File: src/rtl/demux4_stream_if.sv
// Stream bundle for demux4_stream: one upstream port, four downstream slots, per-output beat counters.
// The DUT takes the slave modport; the producer/consumer side takes master.
interface demux4_stream_if #(
  parameter int WIDTH = 8,
  parameter int CNT_W = 16
);
  logic                 in_valid;
  logic [1:0]           in_sel;
  logic [WIDTH-1:0]     in_data;
  logic                 in_ready;
  logic [3:0]           out_valid;
  logic [4*WIDTH-1:0]   out_data;
  logic [3:0]           out_ready;
  logic [4*CNT_W-1:0]   beat_cnt;

  modport master (
    output in_valid,
    output in_sel,
    output in_data,
    input  in_ready,
    input  out_valid,
    input  out_data,
    output out_ready,
    input  beat_cnt
  );

  modport slave (
    input  in_valid,
    input  in_sel,
    input  in_data,
    output in_ready,
    output out_valid,
    output out_data,
    input  out_ready,
    output beat_cnt
  );
endinterface

File: src/rtl/demux4_stream.sv
// 1-to-4 stream demultiplexer with one holding register per output and per-output delivered-beat counters.
// Optional macro DEMUX4_ASSERT_EN compiles in protocol/integrity assertions.
module demux4_stream #(
  parameter int WIDTH = 8,
  parameter int CNT_W = 16
) (
  input  logic                 clk,
  input  logic                 rst,
  demux4_stream_if.slave       bus
);

  logic [3:0]                vld_q, vld_d;
  logic [3:0][WIDTH-1:0]     data_q, data_d;
  logic [3:0][CNT_W-1:0]     cnt_q, cnt_d;
  logic [3:0]                pop;
  logic [3:0]                load;
  logic                      accept;
  logic                      in_ready;

  // A slot can take a new beat when empty or when it is being drained this same cycle.
  assign in_ready = !vld_q[bus.in_sel] || bus.out_ready[bus.in_sel];
  assign accept   = bus.in_valid && in_ready;

  always_comb begin
    pop    = '0;
    load   = '0;
    vld_d  = vld_q;
    data_d = data_q;
    cnt_d  = cnt_q;
    for (int i = 0; i < 4; i++) begin
      pop[i]  = vld_q[i] && bus.out_ready[i];
      load[i] = accept && (bus.in_sel == 2'(i));
      vld_d[i] = load[i] || (vld_q[i] && !pop[i]);
      if (load[i]) begin
        data_d[i] = bus.in_data;
      end
      if (pop[i]) begin
        cnt_d[i] = cnt_q[i] + CNT_W'(1);
      end
    end
  end

  // Slot registers and counters; reset wins over any same-cycle accept or pop.
  always_ff @(posedge clk) begin
    if (rst) begin
      vld_q  <= '0;
      data_q <= '0;
      cnt_q  <= '0;
    end else begin
      vld_q  <= vld_d;
      data_q <= data_d;
      cnt_q  <= cnt_d;
    end
  end

  assign bus.in_ready  = in_ready;
  assign bus.out_valid = vld_q;
  assign bus.out_data  = data_q;
  assign bus.beat_cnt  = cnt_q;

`ifdef DEMUX4_ASSERT_EN
  logic [3:0]            stall_q;
  logic [3:0][WIDTH-1:0] hold_q;

  // Remember which slots were stalled going into the previous edge so the data can be compared after it.
  always_ff @(posedge clk) begin
    stall_q <= rst ? 4'b0000 : (vld_q & ~bus.out_ready);
    hold_q  <= data_q;
  end

  always_ff @(posedge clk) begin
    if (!rst) begin
      assert (!(bus.in_valid && $isunknown(bus.in_sel)))
        else $error("[%0t] demux4_stream: in_sel unknown while in_valid", $time);
      for (int i = 0; i < 4; i++) begin
        assert (!stall_q[i] || (data_q[i] == hold_q[i]))
          else $error("[%0t] demux4_stream: slot %0d data changed while stalled", $time, i);
      end
      assert ($onehot0(load) && ((load == 4'b0000) || (load == (4'b0001 << bus.in_sel))))
        else $error("[%0t] demux4_stream: illegal slot load pattern %b", $time, load);
    end
  end
`endif

endmodule

File: src/flat_wrapper.sv
// flat-port wrapper written by rule: the top's interface ports become plain ports
module demux4_stream_flat 
#(
  parameter int WIDTH = 8,
  parameter int CNT_W = 16
)
  (clk, rst, bus_in_valid, bus_in_sel, bus_in_data, bus_in_ready, bus_out_valid, bus_out_data, bus_out_ready, bus_beat_cnt);
  demux4_stream_if #(.WIDTH(WIDTH), .CNT_W(CNT_W)) bus_i ();
  input  logic clk;
  input  logic rst;
  input wire logic [$bits(bus_i.in_valid)-1:0] bus_in_valid;
  input wire logic [$bits(bus_i.in_sel)-1:0] bus_in_sel;
  input wire logic [$bits(bus_i.in_data)-1:0] bus_in_data;
  output wire logic [$bits(bus_i.in_ready)-1:0] bus_in_ready;
  output wire logic [$bits(bus_i.out_valid)-1:0] bus_out_valid;
  output wire logic [$bits(bus_i.out_data)-1:0] bus_out_data;
  input wire logic [$bits(bus_i.out_ready)-1:0] bus_out_ready;
  output wire logic [$bits(bus_i.beat_cnt)-1:0] bus_beat_cnt;
  assign bus_i.in_valid = bus_in_valid;
  assign bus_i.in_sel = bus_in_sel;
  assign bus_i.in_data = bus_in_data;
  assign bus_in_ready = bus_i.in_ready;
  assign bus_out_valid = bus_i.out_valid;
  assign bus_out_data = bus_i.out_data;
  assign bus_i.out_ready = bus_out_ready;
  assign bus_beat_cnt = bus_i.beat_cnt;
  demux4_stream #(.WIDTH(WIDTH), .CNT_W(CNT_W)) u_core (.clk(clk), .rst(rst), .bus(bus_i));
endmodule
File: config.mk
export PLATFORM = sky130hd
export DESIGN_NAME = demux4_stream_flat
export DESIGN_NICKNAME = d
export VERILOG_FILES = /design/src/rtl/demux4_stream_if.sv /design/src/rtl/demux4_stream.sv /design/src/flat_wrapper.sv
export SDC_FILE = /design/constraint.sdc
export NUM_CORES = 1
export LEC_CHECK = 0
export ABC_AREA = 1
export ABC_CLOCK_PERIOD_IN_PS = 1840
export CAP_MARGIN = 20
export CORE_MARGIN = 10
export CORE_UTILIZATION = 36
export DETAILED_ROUTE_END_ITERATION = 12
export SLEW_MARGIN = 20
export SYNTH_ARGS = -nofsm -noshare
export SYNTH_HDL_FRONTEND = slang
export SYNTH_SLANG_ARGS = --single-unit
export TNS_END_PERCENT = 50
File: constraint.sdc
create_clock -name clk -period 1.84 [get_ports clk]
set_clock_uncertainty 0.05 [all_clocks]
set_input_delay 0.184 -clock clk [delete_from_list [all_inputs] [get_ports clk]]
set_output_delay 0.184 -clock clk [all_outputs]
set_load 0.02 [all_outputs]
# After elaboration in Yosys (flattened, before gate mapping)
# Cells that the tools add are included.
# word_totals
mem_bits_rw	0
ff_bits	100
memories	0
mem_bits_ro	0
latch_bits	0
# classes
n_mux	4
div	0
n_reduce_logical	24
n_addsub	4
n_eq_ne	3
n_shift	0
multipliers	0
magnitude_cmp	1
n_bitwise	0
# op_table
op	n
$add 16x1->16 const B	4
$logic_and 1x1->1	13
$logic_not 1->1	5
$logic_or 1x1->1	5
$bmux 1 s2	2
$eq 2x2->1 const B	2
$lt 2x3->1 const B	1
$eq 2x1->1 const B	1
$logic_not 2->1	1
$mux 1	2

# Depth between registers and ports, before layout
# Gate-level depths: netlist of run 1.
# depth
word_depth	7
ltp_mapped	11
depth_no_buf	10

# Worst setup path before layout of run 1
# No wires, ideal clock.
# synth_timing
path_kind	reg2reg
from	register u_core.cnt_q (netlist bit u_core.bus.beat_cnt[17])
to	register u_core.cnt_q (netlist bit u_core.bus.beat_cnt[28])
slack_ps	297
t_arrival_ps	1376
path_stages_with_launch	9
required_time_ps	1673
path_buffers	0
path_cell_list	dfxtp_1 ha_1 inv_1 nor2_2 nand3_1 nor2_2 nand2_1 o21ai_0 nor2_1
# synth_via
elab_chain_len	1
# synth_rtl
element	line	rtl
from (decl)	demux4_stream.sv:14	logic [3:0][CNT_W-1:0] cnt_q, cnt_d;
from (signal assigned)	demux4_stream.sv:52	cnt_q <= cnt_d;
$add 16x1->16	demux4_stream.sv:38	cnt_d[i] = cnt_q[i] + CNT_W'(1);
# No other way between the ends.
# A chain may end at the register's enable or synchronous reset.

# Worst setup path in the final report of run 1
# layout_timing
from	register u_core.cnt_q (netlist bit u_core.bus.beat_cnt[2])
to	output bus_beat_cnt[2]
# layout_rtl
element	line	rtl
to (decl)	flat_wrapper.sv:18	output wire logic [$bits(bus_i.beat_cnt)-1:0] bus_beat_cnt;
# No word-level cell between the ends.

==> impl_metrics.csv, run 1 <==
group,metric,value,unit
floorplanning,die-area,18700,um2
timing,fin_crit_sh,90.9,%
floorplanning,core-area,13300,um2
clock_tree,clockBufferDepth,2,
critical_path,start_kind,"flop",
timing,hold_viol_final,0,
timing,worstMarginPinSlew,0.445,ns
critical_path,end_kind,"primary output",
finish,final_nets,898,
drt,ant_nets,0,
logic_synthesis,postSynthAreaPerCell,6.63,um2
logic_synthesis,syn-cell-area,4900,um2
finish,drive_gt1_share,7.50,%
critical_path,r2r_setup_slack,0.20,ns
job,drv_cap,0,
timing,fin_crit,1.67,ns
timing,grt_setup_unrepaired,"no",
placement,routabilityCongestion,0.844,
clock_tree,post_cts_buffers,0,
critical_path,cp_top_family,"buffers and inverters",
floorplanning,die_x,137,um
placement,place_area,6450,um2
timing,max_freq,0.598,GHz
logic_synthesis,yosys_warnings,0,
min_path,hold_depth,2,
placement,dp_hpwl,10400,um
global_routing,grtUsageTotal,14.6,%
logic_synthesis,yosysUniqueCellTypes,31,
critical_path,crit_fanout,5,
clock_tree,cts_tree,"built",
critical_path,worstRegToRegCells,8,
power_and_ir_drop,finalPower,4.57,mW
clock_tree,path_clk_slew,0.07,ns
clock_tree,root_buffer,"clkbuf_16",
drt,first_pass_iters,5,
timing,slew_headroom,70.1,%
floorplanning,initial_core_util,36.9,%
logic_synthesis,syn-num-nets,760,
global_routing,antenna_found_initial,1,
power_and_ir_drop,ir_drop,0.362,mV
status,run_status,"finished, final reports clean",
critical_path,r2r-end,"u_core.bus.beat_cnt[62]",
logic_synthesis,netlist_instances,739,
min_path,worstHoldStart,"u_core.bus.beat_cnt[23]",
critical_path,timing.rr.start,"u_core.bus.beat_cnt[48]",
clock_tree,cts_sinks,100,
min_path,hp-class,"flop to flop",
clock_tree,cts_max_level,3,
finish,syn2layout_area_growth,37.1,%
placement,placement.io_buffers,117,
critical_path,arrival,1.44,ns
drt,drt_iter0_drc,291,
floorplanning,die_h,137,um
drt,drc,0,
critical_path,path_cells,"clkdlybuf4s50_1",
critical_path,crit_type,"flop to primary output",
global_routing,grt_max_degree,51,
critical_path,cpPeakStageDelay,0.65,ns
timing,slew_viol_final,0,
clock_tree,clkLatencyLatePin,0.35,ns
critical_path,crit_required,1.61,ns
logic_synthesis,yosysSeqAreaShare,40.8,%
clock_tree,cts_buffers,9,
power_and_ir_drop,leakage,2.86,nW
critical_path,path_buf_inv,1,
drt,wl_per_cell,12.8,um
power_and_ir_drop,power_density,680,nW/um2
critical_path,slowest_stage,"clkdlybuf4s50_1",
drt,drt_wl_total,13600,um
floorplanning,num_rows,42,
logic_synthesis,synth-seq-cells,100,
finish,final_cells,1057,
drt,num_vias,4862,
floorplanning,io_pins,118,
global_routing,grt_pass1_wl,22300,um
timing,finalSetupViolCount,0,
drt,viasPerCell,4.60,
min_path,min_to,"u_core.bus.beat_cnt[23]",
global_routing,grt_pass1_vias,4695,
finish,stdcell_area,6720,um2
global_routing,grt_overflow,0,
placement,dp_cells,1042,
placed cells by master (no fill, tap or decap), types with 2 or more instances in the layout:
| cell type | Yosys | final |
|---|---|---|
| o21ai_1 | 2 | 2 |
| nand2_1 | 160 | 160 |
| clkdlybuf4s50_1 | 0 | 116 |
| buf_12 | 0 | 4 |
| inv_2 | 2 | 3 |
| clkbuf_8 | 0 | 3 |
| nor3b_1 | 2 | 2 |
| nor3_1 | 24 | 24 |
| nor2_2 | 9 | 9 |
| nor2_1 | 99 | 99 |
| buf_4 | 0 | 25 |
| o21ai_0 | 38 | 38 |
| dfxtp_1 | 100 | 100 |
| a31oi_1 | 4 | 4 |
| a21oi_1 | 30 | 30 |
| nand2_2 | 2 | 2 |
| inv_1 | 161 | 161 |
| clkbuf_16 | 0 | 9 |
| nand3_4 | 4 | 4 |
| ha_1 | 4 | 4 |
| nand4_1 | 42 | 42 |
| nand3_1 | 26 | 26 |
state kept, by name, indices dropped and copies added, names as in the netlist:
name / flops
u_core.bus.beat_cnt: 64
u_core.bus.out_data: 32
u_core.bus.out_valid: 4
Yosys cell counts, drive strengths merged:
cell type | n | area, um2
a21o | 1 | 7.51
a21oi | 30 | 150
a31oi | 4 | 25.0
and3 | 1 | 6.26
buf | 11 | 85.1
clkbuf | 8 | 30.0
clkinv | 2 | 7.51
dfxtp | 100 | 2000
ha | 4 | 50.1
inv | 163 | 612
nand2 | 163 | 633
nand3 | 31 | 210
nand4 | 42 | 263
nor2 | 110 | 459
nor3 | 24 | 120
nor3b | 2 | 15.0
o21a | 1 | 7.51
o21ai | 40 | 200
o21ba | 1 | 10.0
xor2 | 1 | 8.76
where the power goes:
| part | switching, mW | internal (mW) | total (mW) | leakage (nW) |
|---|---|---|---|---|
| Combinational | 0.294 | 0.218 | 0.512 | 1.92 |
| Sequential | 0.0293 | 2.21 | 2.24 | 0.810 |
| Clock | 0.801 | 1.01 | 1.82 | 0.134 |
| Total | 1.12 | 3.44 | 4.57 | 2.86 |
stage by stage:
stage          hold WS, ns  setup WS, ns  TNS (ns)  utilization (%)
2_1_floorplan        0.289         0.297         0                -
5_1_grt              0.449        0.0280         0             50.5
6_report             0.416         0.168         0             50.6
4_1_cts              0.422        0.0134         0             50.6
3_3_place_gp         0.403        -0.188     -1.79             48.5
3_5_place_dp         0.409        -0.211     -3.44             48.5
area by class of cell:
class                      instances  area, um2
fill                            1315       6570
multi-input combinational        455       2170
sequential                       100       2000
timing repair buffer             146       1430
inverter                         165        619
clock buffer                      13        270
tap                              176        220
clock inverter                     1       7.51
antenna                            1       2.50
how the worst max path moves through the flow:
stage / end / from / slack, ns / depth (start not counted)
finish: bus_beat_cnt[2] / u_core.bus.beat_cnt[2] / 0.17 / 1
global route: u_core.bus.beat_cnt[62] / u_core.bus.beat_cnt[48] / 0.03 / 8
CTS: bus_in_ready / bus_in_sel[0] / 0.01 / 8
detailed placement: bus_in_ready / bus_in_sel[0] / -0.21 / 8
global placement: bus_in_ready / bus_in_sel[0] / -0.19 / 8
floorplan: u_core.bus.beat_cnt[28] / u_core.bus.beat_cnt[17] / 0.30 / 8
timing repair:
action / 4_1_cts / 5_1_grt
endpoints found under the setup margin: 1 / 1
resized for setup: 1 / 2
hold endpoints to repair: 0 / 0
hold buffers: 0 / 0
cells by family (layout without fill, tap and decap cells):
| logic type | Yosys count | count (layout) | share of synthesized area (%) |
|---|---|---|---|
| simple gates | 373 | 373 | 34.8 |
| buf+inv | 184 | 325 | 15.0 |
| flops | 100 | 100 | 40.8 |
| compound gates | 77 | 77 | 8.17 |
| fa+ha+maj | 4 | 4 | 1.02 |
| xor+xnor | 1 | 1 | 0.179 |
| other cells | 0 | 1 | 0 |
metal layers:
metal	track usage (%)	wire length (um)
met4	6.09	265
met5	0	0
met2	22.8	6090
met1	17.6	5960
met3	5.65	1240
Power figures use the tool's default switching activity.
==> run 2, diff against run 1 <==
--- a/config.mk
+++ b/config.mk
@@ -11,6 +11,7 @@
 export CORE_MARGIN = 10
 export CORE_UTILIZATION = 36
 export DETAILED_ROUTE_END_ITERATION = 12
+export SETUP_SLACK_MARGIN = 0.1
 export SLEW_MARGIN = 20
 export SYNTH_ARGS = -nofsm -noshare
 export SYNTH_HDL_FRONTEND = slang
==> run 2 against run 1 <==
Cell area increased by 0.26%; utilization increased by 0.13 points; via count increased by 0.39%; critical path depth unchanged; global-route usage about the same; sequential share of layout area decreased by 0.077 points; critical endpoint unchanged; largest power group unchanged.
==> impl_metrics.csv, run 2 (synthesis gave the netlist of run 1 again) <==
group,metric,value,unit
status,run_status,"finished, final reports clean",
drt,num_vias,4881,
clock_tree,root_buffer,"clkbuf_16",
critical_path,cpPeakStageDelay,0.65,ns
floorplanning,io_pins,118,
critical_path,path_buf_inv,1,
critical_path,startpoint,"u_core.bus.beat_cnt[2]",
critical_path,arrival,1.44,ns
finish,fin_util,50.7,%
finish,syn2layout_area_growth,37.5,%
placement,pre_cts_ws,-0.211,ns
clock_tree,cts_buffers,9,
placement,routabilityCongestion,0.844,
critical_path,worstRegToRegCells,7,
drt,drc,0,
min_path,hp-class,"flop to flop",
critical_path,crit_type,"flop to primary output",
power_and_ir_drop,ir_drop,0.360,mV
critical_path,start_kind,"flop",
clock_tree,clkLatencyLatePin,0.35,ns
clock_tree,path_clk_slew,0.07,ns
global_routing,grt_overflow,0,
drt,wl_per_cell,12.8,um
timing,worstMarginPinSlew,0.449,ns
floorplanning,initial_core_util,36.9,%
timing,slew_headroom,70.0,%
clock_tree,postCtsHoldBufs,0,
critical_path,crit_required,1.61,ns
critical_path,path_cells,"clkdlybuf4s50_1",
timing,fin_ws,0.171,ns
floorplanning,die_x,137,um
critical_path,crit_fanout,5,
timing,max_freq,0.599,GHz
drt,ant_nets,0,
global_routing,grt_pass1_vias,4695,
drt,drt_wl_total,13500,um
finish,stdcell_area,6740,um2
min_path,worstHoldStart,"u_core.bus.beat_cnt[23]",
power_and_ir_drop,power_density,678,nW/um2
clock_tree,clockBufferDepth,2,
clock_tree,cts_sinks,100,
finish,drive_gt1_share,7.73,%
placement,place_area,6450,um2
clock_tree,cts_tree,"built",
drt,first_pass_iters,5,
job,drv_cap,0,
placement,placement.io_buffers,117,
timing,fin_crit,1.67,ns
clock_tree,post_cts_buffers,0,
global_routing,antenna_found_initial,1,
global_routing,grtUsageTotal,14.6,%
finish,final_common_cell,"inv_1",
finish,final_cell_mix,"inv_1, nand2_1, clkdlybuf4s50_1",
drt,drt_iter0_drc,313,
timing,hold_viol_final,0,
timing,fin_crit_sh,90.7,%
drt,viasPerCell,4.62,
critical_path,slowest_stage,"clkdlybuf4s50_1",
floorplanning,die_h,137,um
floorplanning,num_rows,42,
critical_path,r2r_setup_slack,0.27,ns
global_routing,grt_max_degree,51,
timing,finalSetupViolCount,0,
power_and_ir_drop,finalPower,4.57,mW
timing,slew_viol_final,0,
timing,grt_setup_unrepaired,"yes",
global_routing,grt_pass1_wl,22300,um
critical_path,end_kind,"primary output",
critical_path,cp_top_family,"buffers and inverters",
critical_path,cp.depth,1,
finish,largest_register_ffs,64,
finish,final_nets,898,
power_and_ir_drop,leakage,2.86,nW
floorplanning,die-area,18700,um2
floorplanning,core-area,13300,um2
clock_tree,cts_max_level,3,
placement,dp_hpwl,10400,um
critical_path,timing.rr.start,"u_core.bus.beat_cnt[1]",
min_path,hold_depth,2,
[run 2: through the flow]
step | cells | TNS, ns | hold slack (ns)
final | 1057 | 0 | 0.417
after global routing | 1056 | 0 | 0.449
after CTS | 1056 | 0 | 0.422
after detailed placement | 1042 | -3.44 | 0.409
after global placement | 1042 | -1.79 | 0.403
after floorplan | 739 | 0 | 0.289
[run 2: what timing repair did]
item,4_1_cts,5_1_grt
gates resized for setup,6,3
endpoints found under the setup margin,1,7
hold endpoints to repair,0,0
pin swaps,1,0
cloned,0,0
[run 2: routing by layer]
layer	up-vias	routed length [um]	GRT usage [%]
li1	2570	-	-
met1	2173	5980	17.6
met2	117	6020	22.8
met3	21	1270	5.65
met4	0	257	6.09
met5	-	0	0
[run 2: layout make-up]
class	instances	area (um2)
clock inverter	1	7.51
antenna	1	2.50
tap	176	220
multi-input combinational	455	2180
clock buffer	13	270
inverter	165	619
sequential	100	2000
timing repair buffer	146	1440
fill	1315	6560
[run 2: power by group]
group	total, mW	internal, mW	leakage [nW]	switching (mW)
Combinational	0.512	0.218	1.92	0.294
Clock	1.82	1.01	0.134	0.804
Sequential	2.24	2.21	0.810	0.0293
Total	4.57	3.44	2.86	1.13
[run 2: worst paths after layout]
| check | end |
|---|---|
| max reg2reg | u_core.bus.beat_cnt[10] |
| max | bus_beat_cnt[2] |
| min | u_core.bus.beat_cnt[23] |
| min reg2reg | u_core.bus.beat_cnt[23] |
